### src/rtl/cmd_tx_if.sv
// Byte stream in, verified command and error status out.
// The master drives receive bytes; the slave (cmd_tx) drives results.
interface cmd_tx_if;
    logic [7:0]  rx_byte;
    logic        rx_valid;
    logic        cmdvalid;
    logic [7:0]  cmd_addr;
    logic [31:0] cmd_data;
    logic        frame_err;
    logic [15:0] err_cnt;

    modport master (
        output rx_byte,
        output rx_valid,
        input  cmdvalid,
        input  cmd_addr,
        input  cmd_data,
        input  frame_err,
        input  err_cnt
    );

    modport slave (
        input  rx_byte,
        input  rx_valid,
        output cmdvalid,
        output cmd_addr,
        output cmd_data,
        output frame_err,
        output err_cnt
    );
endinterface

### src/rtl/cmd_tx.sv
// Command frame decoder: 55 AA ADDR D3..D0 CSUM with inter-byte timeout.
// Commits addr/data only after the checksum byte matches.
module cmd_tx #(
    parameter int TIMEOUT_CYCLES = 50000
) (
    input  logic     clk,
    input  logic     reset_n,
    cmd_tx_if.slave  bus
);

    localparam int TO_W = $clog2(TIMEOUT_CYCLES + 1);
    localparam logic [TO_W-1:0] TO_LAST =
        TO_W'(TIMEOUT_CYCLES - 1);

    typedef enum logic [2:0] {
        IDLE,
        HDR2,
        ADDR,
        DATA,
        CSUM
    } state_t;

    state_t          state, state_n;
    logic [7:0]      sh_addr, sh_addr_n;
    logic [31:0]     sh_data, sh_data_n;
    logic [1:0]      byte_cnt, byte_cnt_n;
    logic [7:0]      csum, csum_n;
    logic [TO_W-1:0] to_cnt, to_cnt_n;
    logic [7:0]      cmd_addr, cmd_addr_n;
    logic [31:0]     cmd_data, cmd_data_n;
    logic            cmdvalid, cmdvalid_n;
    logic            frame_err, frame_err_n;
    logic [15:0]     err_cnt, err_cnt_n;
    logic            timeout;

    // Fires on the idle cycle that would bring the gap to TIMEOUT_CYCLES
    assign timeout = (state != IDLE) && !bus.rx_valid &&
                     (to_cnt == TO_LAST);

    always_comb begin
        state_n     = state;
        sh_addr_n   = sh_addr;
        sh_data_n   = sh_data;
        byte_cnt_n  = byte_cnt;
        csum_n      = csum;
        cmd_addr_n  = cmd_addr;
        cmd_data_n  = cmd_data;
        cmdvalid_n  = 1'b0;
        frame_err_n = 1'b0;
        err_cnt_n   = err_cnt;

        if (timeout) begin
            state_n     = IDLE;
            frame_err_n = 1'b1;
        end else if (bus.rx_valid) begin
            unique case (state)
                IDLE: begin
                    if (bus.rx_byte == 8'h55)
                        state_n = HDR2;
                end
                HDR2: begin
                    if (bus.rx_byte == 8'hAA)
                        state_n = ADDR;
                    else if (bus.rx_byte != 8'h55)
                        state_n = IDLE;
                end
                ADDR: begin
                    sh_addr_n  = bus.rx_byte;
                    csum_n     = bus.rx_byte;
                    byte_cnt_n = 2'd0;
                    state_n    = DATA;
                end
                DATA: begin
                    sh_data_n  = {sh_data[23:0], bus.rx_byte};
                    csum_n     = csum + bus.rx_byte;
                    byte_cnt_n = byte_cnt + 2'd1;
                    if (byte_cnt == 2'd3)
                        state_n = CSUM;
                end
                CSUM: begin
                    if (bus.rx_byte == csum) begin
                        cmd_addr_n = sh_addr;
                        cmd_data_n = sh_data;
                        cmdvalid_n = 1'b1;
                    end else begin
                        frame_err_n = 1'b1;
                    end
                    state_n = IDLE;
                end
                default: state_n = IDLE;
            endcase
        end

        if (frame_err_n && (err_cnt != 16'hFFFF))
            err_cnt_n = err_cnt + 16'd1;
    end

    always_comb begin
        if ((state == IDLE) || bus.rx_valid || timeout)
            to_cnt_n = '0;
        else
            to_cnt_n = to_cnt + TO_W'(1);
    end

    always_ff @(posedge clk or negedge reset_n) begin
        if (!reset_n) begin
            state     <= IDLE;
            sh_addr   <= '0;
            sh_data   <= '0;
            byte_cnt  <= '0;
            csum      <= '0;
            to_cnt    <= '0;
            cmd_addr  <= '0;
            cmd_data  <= '0;
            cmdvalid  <= 1'b0;
            frame_err <= 1'b0;
            err_cnt   <= '0;
        end else begin
            state     <= state_n;
            sh_addr   <= sh_addr_n;
            sh_data   <= sh_data_n;
            byte_cnt  <= byte_cnt_n;
            csum      <= csum_n;
            to_cnt    <= to_cnt_n;
            cmd_addr  <= cmd_addr_n;
            cmd_data  <= cmd_data_n;
            cmdvalid  <= cmdvalid_n;
            frame_err <= frame_err_n;
            err_cnt   <= err_cnt_n;
        end
    end

    assign bus.cmdvalid  = cmdvalid;
    assign bus.cmd_addr  = cmd_addr;
    assign bus.cmd_data  = cmd_data;
    assign bus.frame_err = frame_err;
    assign bus.err_cnt   = err_cnt;

endmodule
### src/flat_wrapper.sv
// flat-port wrapper written by rule: the top's interface ports become plain ports
module cmd_tx_flat 
#(
    parameter int TIMEOUT_CYCLES = 50000
)
  (clk, reset_n, bus_rx_byte, bus_rx_valid, bus_cmdvalid, bus_cmd_addr, bus_cmd_data, bus_frame_err, bus_err_cnt);
  cmd_tx_if bus_i ();
  input  logic clk;
  input  logic reset_n;
  input wire logic [$bits(bus_i.rx_byte)-1:0] bus_rx_byte;
  input wire logic [$bits(bus_i.rx_valid)-1:0] bus_rx_valid;
  output wire logic [$bits(bus_i.cmdvalid)-1:0] bus_cmdvalid;
  output wire logic [$bits(bus_i.cmd_addr)-1:0] bus_cmd_addr;
  output wire logic [$bits(bus_i.cmd_data)-1:0] bus_cmd_data;
  output wire logic [$bits(bus_i.frame_err)-1:0] bus_frame_err;
  output wire logic [$bits(bus_i.err_cnt)-1:0] bus_err_cnt;
  assign bus_i.rx_byte = bus_rx_byte;
  assign bus_i.rx_valid = bus_rx_valid;
  assign bus_cmdvalid = bus_i.cmdvalid;
  assign bus_cmd_addr = bus_i.cmd_addr;
  assign bus_cmd_data = bus_i.cmd_data;
  assign bus_frame_err = bus_i.frame_err;
  assign bus_err_cnt = bus_i.err_cnt;
  cmd_tx #(.TIMEOUT_CYCLES(TIMEOUT_CYCLES)) u_core (.clk(clk), .reset_n(reset_n), .bus(bus_i));
endmodule
### config.mk
export PLATFORM = sky130hd
export DESIGN_NAME = cmd_tx_flat
export DESIGN_NICKNAME = d
export VERILOG_FILES = /design/src/rtl/cmd_tx_if.sv /design/src/rtl/cmd_tx.sv /design/src/flat_wrapper.sv
export SDC_FILE = /design/constraint.sdc
export NUM_CORES = 1
export LEC_CHECK = 0
export CORE_AREA = 3 3 112 136
export CTS_BUF_LIST = sky130_fd_sc_hd__clkbuf_8
export CTS_CLUSTER_DIAMETER = 40
export CTS_CLUSTER_SIZE = 24
export DETAILED_ROUTE_END_ITERATION = 10
export DIE_AREA = 0 0 115 139
export SLEW_MARGIN = 20
export SYNTH_ARGS = -nofsm -noshare
export SYNTH_HDL_FRONTEND = slang
export SYNTH_SLANG_ARGS = --single-unit
export TNS_END_PERCENT = 20
### constraint.sdc
create_clock -name clk -period 2.7 [get_ports clk]
set_input_delay 0.405 -clock clk [delete_from_list [all_inputs] [get_ports clk]]
set_output_delay 0.405 -clock clk [all_outputs]
set_load 0.005 [all_outputs]
==> summary.md, run 1 <==
| Metric | Value |
|---|---|
| Outcome | complete, no violations |
| Core Util, Final | 0.487 |
| # IOs | 69 |
| Power per Cell Area | 814 nW/µm² |
| Critical Path RT | 3.01 ns |
| Worst Setup Path Type | in2reg |
| Die X | 115 µm |
| Seq/Total Area, Yosys | 0.572 |
| N_diodes | 0 |
| CTS Buf Count | 17 |
| Number of global-route vias before repair | 4034 |
| Compound-Gate Fraction of Synth Area | 0.0434 |
| Top achievable clock speed | 0.475 GHz |
| Via-to-Cell Ratio | 4.94 |
| First drt pass iteration count | 4 |
| Synth cell types | 52 |
| Ys flop type | dfrtp_1 |
| Final nets | 626 |
| Final Instance Area | 6910 µm² |
| Worst Setup Start Kind | input pin |
| FP Rows | 48 |
| Final setup fails | 0 |
| Setup TNS | 0 ns |
| Max-cap viol count | 0 |
| Largest net degree at the start of global routing | 64 |
| CTS H-tree depth | 4 |
| Final hold vios | 0 |
| Via count | 3911 |
| CTS max path bufs | 2 |
| Die Height | 139 µm |
| CTS tree | yes |
| Maximum VDD drop | 0.000318 V |
| Final Wtd Congestion | 0.780 |
| Clock share of power | 0.285 |
| LEAKAGE | 3.22 nW |
| CP Cell Sequence | clkdlybuf4s50_1 -> ha_1 -> a21oi_1 -> o211ai_1 -> o41ai_1 -> xnor2_1 -> mux2i_1 -> a21oi_1 |
| Routed Antenna Nets | 0 |
| Syn nets | 542 |
| Rel. slew slack | 0.662 |
| Global-route wire length before repair | 19500 µm |
| Avg Inst Size Synth | 10.7 µm² |
| Post-Synth Simple-Gate Area | 0.201 |
| Critical-path top delay cell | clkdlybuf4s50_1 |
| Minimum clock period | 2.11 ns |
| GRT Total Usage | 0.150 |
| GRT Max-Usage Layer | met2 |
| Mux share of post-synthesis cell area | 0.0846 |
| Drt total wl | 11200 µm |
| Cells after Synth | 520 |
| DRT iter0 DRCs | 210 |
| Yosys reg bits | 127 |
| Fin crit share | 0.780 |
| Met3 Usage GRT | 0.0406 |
| Die area | 16000 µm² |
| # Post-CTS Setup Buffers | 0 |
| Least-Margin Pin Slew | 0.507 ns |
| Ys async rst share | 1.00 |
| Drt wl/cell | 14.1 µm |
| GR Util met2 | 0.237 |
| Post-cts sizing count | 0 |
| GR Overflow Total | 0 |
| Initial antenna violation count | 0 |
| Power, Total | 0.00562 W |
| Share of cells above drive strength 1 | 0.161 |
| Starting Density | 0.392 |
| DRC viols | 0 |
| Worst-Skew Late Latency | 0.43 ns |
| Sequential Power Share | 0.469 |
| Internal | 0.00390 W |
| Synth Cell Area | 5560 µm² |
| Commonest cells after routing, fill and taps aside | nand2_1 (154), dfrtp_1 (127), clkdlybuf4s50_1 (67), mux2_2 (40), nor2_1 (27) |
| Post-DP HPWL | 7750 µm |
| Area grow syn2layout | 24.3% |
| Hold Buf Count CTS | 1 |
| Slew Viols, Final | 0 |
| Root Driver | clkbuf_8 |
| Adder-Cell Fraction of Synth Area | 0.0261 |
| Logic pwr share | 0.246 |
| Sw frac | 0.306 |
| CP most frequent cell | a21oi_1 |
| PortBufs | 68 |
| Yosys warns | 0 |
| CP Max Fanout | 4 |
| CP max stage delay | 0.48 ns |
| Switch Pwr | 0.00172 W |
| Post-synth EDFFs | 0 |
| Clock sinks | 127 |
| WP data arrival | 2.41 ns |
| Met1 GRT Util | 0.192 |
| RSZ-0062 raised after global routing | no |
| Largest family of logic cells by synthesized area | simple AND/OR/NAND/NOR gates |
| Clock transition at the registers of the reported paths | 0.07 ns |
| Clock Skew | 0.00819 ns |
| Commonest non-fill, non-tap cell in the layout | nand2_1 |
| Synth Area in XOR/XNOR | 0.0504 |
| Area of the core | 14200 µm² |
| Worst hold path type | in2async |
| Critical path capture point type | flop |
| Placement Cell Area | 6510 µm² |
-- Yosys cell counts (2+ instances only) --
cell type,n,area share
a211oi_1,2,0.0027
a21oi_1,7,0.0063
a31oi_1,3,0.0034
and2_1,2,0.0023
and3_1,5,0.0056
and3_2,2,0.0027
and4_1,3,0.0047
buf_2,8,0.0072
clkbuf_1,9,0.0061
dfrtp_1,127,0.57
ha_1,10,0.023
inv_1,8,0.0054
mux2_2,40,0.081
mux2i_1,2,0.0036
nand2_1,154,0.10
nand3_1,17,0.015
nand4_1,7,0.0079
nand4b_1,2,0.0032
nor2_1,27,0.018
nor2b_1,2,0.0023
nor3_1,7,0.0063
nor3b_1,2,0.0027
o211ai_1,2,0.0027
o21ai_0,11,0.0099
o22ai_1,4,0.0045
xnor2_1,19,0.030
xor2_1,13,0.020
-- power by group through the flow --
stage,clock network (W),logic [W],registers [W]
floorplan,0,0.00113,0.00256
global placement,0,0.00136,0.00265
detailed placement,0,0.00139,0.00268
CTS,0.00166,0.00140,0.00264
global route,0.00175,0.00157,0.00270
finish,0.00160,0.00138,0.00264
-- routing by layer --
layer / vias up / part of all wire
met5: - / 0
met4: 0 / 0.020
met2: 81 / 0.48
li1: 1914 / -
met1: 1895 / 0.45
met3: 21 / 0.048
-- kinds of logic (layout without fill, tap and decap cells) --
group / Yosys count / after routing
xor gates and xnor gates: 32 / 32
buffers and inverters: 27 / 123
DFF: 127 / 127
muxes: 42 / 42
and+or+nand+nor: 244 / 244
adders and majority gates: 11 / 11
AOI/OAI and AO/OA: 37 / 37
-- critical path: cells and delay by family --
family	cells	cell delay (ns)
adders and majority gates	1	0.35
buffers and inverters	1	0.48
muxes	1	0.19
xor gates and xnor gates	1	0.19
AOI/OAI and AO/OA	4	0.78
-- per-stage QoR --
stage               setup slack, ns  hold slack, ns  instances
floorplan                     0.798           0.109        520
global placement              0.112           0.332        759
detailed placement            0.138           0.337        759
CTS                           0.599           0.398        791
global route                  0.481           0.416        791
finish                        0.593           0.425        791
-- flip-flops by register name (all words and copies together) (netlist names) --
name / cells
u_core.bus.cmd_addr: 8
u_core.bus.frame_err: 1
u_core.csum: 8
u_core.bus.cmdvalid: 1
u_core.sh_addr: 8
u_core.byte_cnt: 2
u_core.state: 3
u_core.to_cnt: 16
u_core.sh_data: 32
u_core.bus.cmd_data: 32
u_core.bus.err_cnt: 16
-- area by class of cell --
class / instances / area, µm²
Multi-Input combinational cell: 366 / 2260
Clock inverter: 13 / 139
Inverter: 8 / 30.0
Clock buffer: 18 / 248
Fill cell: 1343 / 7270
Sequential cell: 127 / 3180
Tap cell: 175 / 219
Timing Repair Buffer: 84 / 838
-- path summary, 6_finish.rpt --
check	from	depth (start not counted)	slack (ns)	end
worst max register to register	u_core.csum[4]$_DFFE_PN0P_	6	0.66	u_core.bus.err_cnt[1]$_DFFE_PN0P_
max in group asynchronous	reset_n	3	1.44	u_core.csum[0]$_DFFE_PN0P_
worst min-delay path	reset_n	2	0.42	u_core.bus.cmd_data[27]$_DFFE_PN0P_
min in group clk	u_core.sh_data[24]$_DFFE_PN0P_	2	0.47	u_core.bus.cmd_data[24]$_DFFE_PN0P_
worst max-delay path	bus_rx_byte[1]	8	0.59	u_core.csum[7]$_DFFE_PN0P_
worst min register to register	u_core.sh_data[24]$_DFFE_PN0P_	2	0.47	u_core.bus.cmd_data[24]$_DFFE_PN0P_
No activity file was read; power rests on OpenSTA's default activity.
==> run 2, diff against run 1 <==
Clock period 2.7 ns to 2 ns, I/O delays scaled along.
==> summary.md, run 2 (same netlist as run 1, synthesis figures left out) <==
| Metric | Value |
|---|---|
| Top achievable clock speed | 0.504 GHz |
| Die area | 16000 µm² (unchanged) |
| FP Rows | 48 (unchanged) |
| Area of the multi-input gates | 2280 µm² (+1.1%) |
| Slew Viols, Final | 0 (unchanged) |
| CP top delay family | flip-flops |
| CTS tree | yes |
| CP Max Fanout | 6 (+2) |
| Clock transition at the registers of the reported paths | 0.08 ns (about the same) |
| CTS max path bufs | 2 (unchanged) |
| Via count | 3994 (+2.1%) |
| Starting Density | 0.392 (unchanged) |
| Max-cap viol count | 0 (unchanged) |
| Global-route wire length before repair | 19900 µm (+2.2%) |
| Commonest non-fill, non-tap cell in the layout | nand2_1 |
| Setup TNS | 0 ns (unchanged) |
| Die Height | 139 µm (unchanged) |
| Register area | 3180 µm² (unchanged) |
| Final hold vios | 0 (unchanged) |
| GR Overflow Total | 0 (unchanged) |
| DRT iter0 DRCs | 220 (+4.8%) |
| WP data arrival | 2.31 ns (-0.10 ns) |
| Fin crit share | 0.991 |
| Worst Setup Path Type | reg2reg |
| Critical-path top delay cell | dfrtp_1 |
| CTS Buf Count | 17 (unchanged) |
| GRT Total Usage | 0.156 (+0.00615) |
| Critical Path RT | 2.32 ns (-0.69 ns) |
| # fillers | 1305 (-2.8%) |
| Commonest cells after routing, fill and taps aside | nand2_1 (154), dfrtp_1 (127), clkdlybuf4s50_1 (67), mux2_2 (40), buf_4 (33) |
| Area of the core | 14200 µm² (unchanged) |
| Drt wl/cell | 14.3 µm (+1.3%) |
| Final setup fails | 0 (unchanged) |
| Worst Setup Start Kind | flop |
| First drt pass iteration count | 5 (+1) |
| Worst-Skew Late Latency | 0.44 ns (about the same) |
| Reg-to-Reg Start | u_core.csum[4]$_DFFE_PN0P_ |
| Buffers & Inverters on Critical Path | 0 (-1) |
| Clock sinks | 127 (unchanged) |
| CP max stage delay | 0.41 ns (-0.07 ns) |
| Number of global-route vias before repair | 4029 (-0.12%) |
| DRC viols | 0 (unchanged) |
| LEAKAGE | 3.37 nW (+4.5%) |
| RSZ-0062 raised after global routing | yes |
| Initial antenna violation count | 0 (unchanged) |
| Share of cells above drive strength 1 | 0.193 (+0.0321) |
| Die X | 115 µm (unchanged) |
| Area grow syn2layout | 29.0% |
| Rel. slew slack | 0.695 (+0.0331) |
| Worst reg-to-reg setup slack | 0.02 ns (-0.64 ns) |
| CTS H-tree depth | 4 (unchanged) |
| Reg2reg end | u_core.bus.err_cnt[12]$_DFFE_PN0P_ |
| Least-Margin Pin Slew | 0.456 ns (-0.0508 ns) |
| Crit path capture | u_core.bus.err_cnt[12]$_DFFE_PN0P_ |
| Final Wtd Congestion | 0.826 (+5.9%) |
| Routed Antenna Nets | 0 (unchanged) |
| Critical Path Source | u_core.csum[4]$_DFFE_PN0P_ |
| Minimum clock period | 1.98 ns |
| Final setup margin | 0.0171 ns (-0.576 ns) |
| R2R depth | 6 (unchanged) |
| CP Cell Sequence | ha_2 -> nor4_2 -> a31oi_1 -> a21o_4 -> nand4_1 -> mux2_2 |
| Via-to-Cell Ratio | 4.91 (-0.64%) |
| Clock Skew | 0.0106 ns (+0.00240 ns) |
| Post-DP HPWL | 8140 µm (+5.1%) |
| Maximum VDD drop | 0.000448 V (+41%) |
| Critical path capture point type | flop |
| Worst hold path type | in2async |
| N_diodes | 0 (unchanged) |
| Stages on worst setup path | 6 (-2) |
| # IOs | 69 (unchanged) |
| Power per Cell Area | 1130 nW/µm² (+39%) |
| Dpl ws | -0.415 ns (-0.552 ns) |
| PortBufs | 68 (unchanged) |
| Drt total wl | 11700 µm (+4.1%) |
| Outcome | complete, no violations |
| Final nets | 648 (+3.5%) |
| Largest net degree at the start of global routing | 59 (-7.8%) |
| Top flop regs | u_core.bus.cmd_data (32), u_core.sh_data (32) |
| Root Driver | clkbuf_8 |
## run 2: changes by cell type in the layout (fill, tap and decap cells not counted), sizes merged
| cell | change |
|---|---|
| buf | +21 |
| bufinv | +3 |
| clkbuf | -1 |
| clkinvlp | -1 |
| inv | -1 |
| o21a | +1 |
## run 2: routing by layer
layer | share of wire | vias up | global-route usage
met1 | 0.46 | 1901 | 0.206
met4 | 0.023 | 0 | 0.0735
met5 | 0 | - | 0
met3 | 0.048 | 25 | 0.0471
met2 | 0.47 | 101 | 0.235
li1 | - | 1967 | -
## run 2: metrics by stage
step	std cells	total power (W)	hold WS [ns]	cell area, µm²	util
global route	813	0.00865	0.252	7170	0.506
detailed placement	780	0.00565	0.197	6680	0.471
CTS	812	0.00820	0.230	7150	0.504
global placement	780	0.00556	0.187	6680	0.471
finish	813	0.00812	0.269	7170	0.506
floorplan	520	0.00498	0.00441	5560	-
## run 2: report_power, final
group | leakage (nW) | switching (W) | internal, W
Combinational | 1.49 | 0.000961 | 0.00112
Sequential | 1.66 | 0.000403 | 0.00314
Clock | 0.227 | 0.00101 | 0.00148
Total | 3.37 | 0.00238 | 0.00574
## run 2: how the worst min path moves through the flow
stage | slack, ns | cells past startpoint | start | endpoint
CTS | 0.23 | 2 | reset_n | u_core.bus.cmd_data[12]$_DFFE_PN0P_
detailed placement | 0.20 | 1 | reset_n | u_core.bus.cmd_data[29]$_DFFE_PN0P_
global route | 0.25 | 2 | reset_n | u_core.bus.cmd_data[16]$_DFFE_PN0P_
floorplan | 0.004 | 0 | reset_n | u_core.bus.cmd_addr[0]$_DFFE_PN0P_
finish | 0.27 | 2 | reset_n | u_core.bus.cmd_data[8]$_DFFE_PN0P_
global placement | 0.19 | 1 | reset_n | u_core.bus.cmd_data[29]$_DFFE_PN0P_
## run 2: timing repair
item                                    4_1_cts  5_1_grt
hold endpoints to repair                     15        0
gates resized for setup                       1        2
pin swaps                                     0        1
hold buffers                                  1        0
setup buffers                                 0        0
gates cloned                                  0        1
endpoints found under the setup margin        2        6
## run 2: cell type report
| type | instances | share of cell area |
|---|---|---|
| repair buffers | 105 | 0.141 |
| well taps | 175 | 0.0305 |
| flip-flops and latches | 127 | 0.443 |
| clock buffers | 17 | 0.0326 |
| multi-input cells | 367 | 0.318 |
| clock inverters | 14 | 0.0305 |
| inverters | 8 | 0.00419 |
## run 2: worst register-to-register path, delay by kind of cell (launching register included)
family / cells / cell delay (ns)
AOI/OAI and AO/OA: 2 / 0.40
adders and majority gates: 1 / 0.32
DFF: 1 / 0.41
muxes: 1 / 0.33
and+or+nand+nor: 2 / 0.40
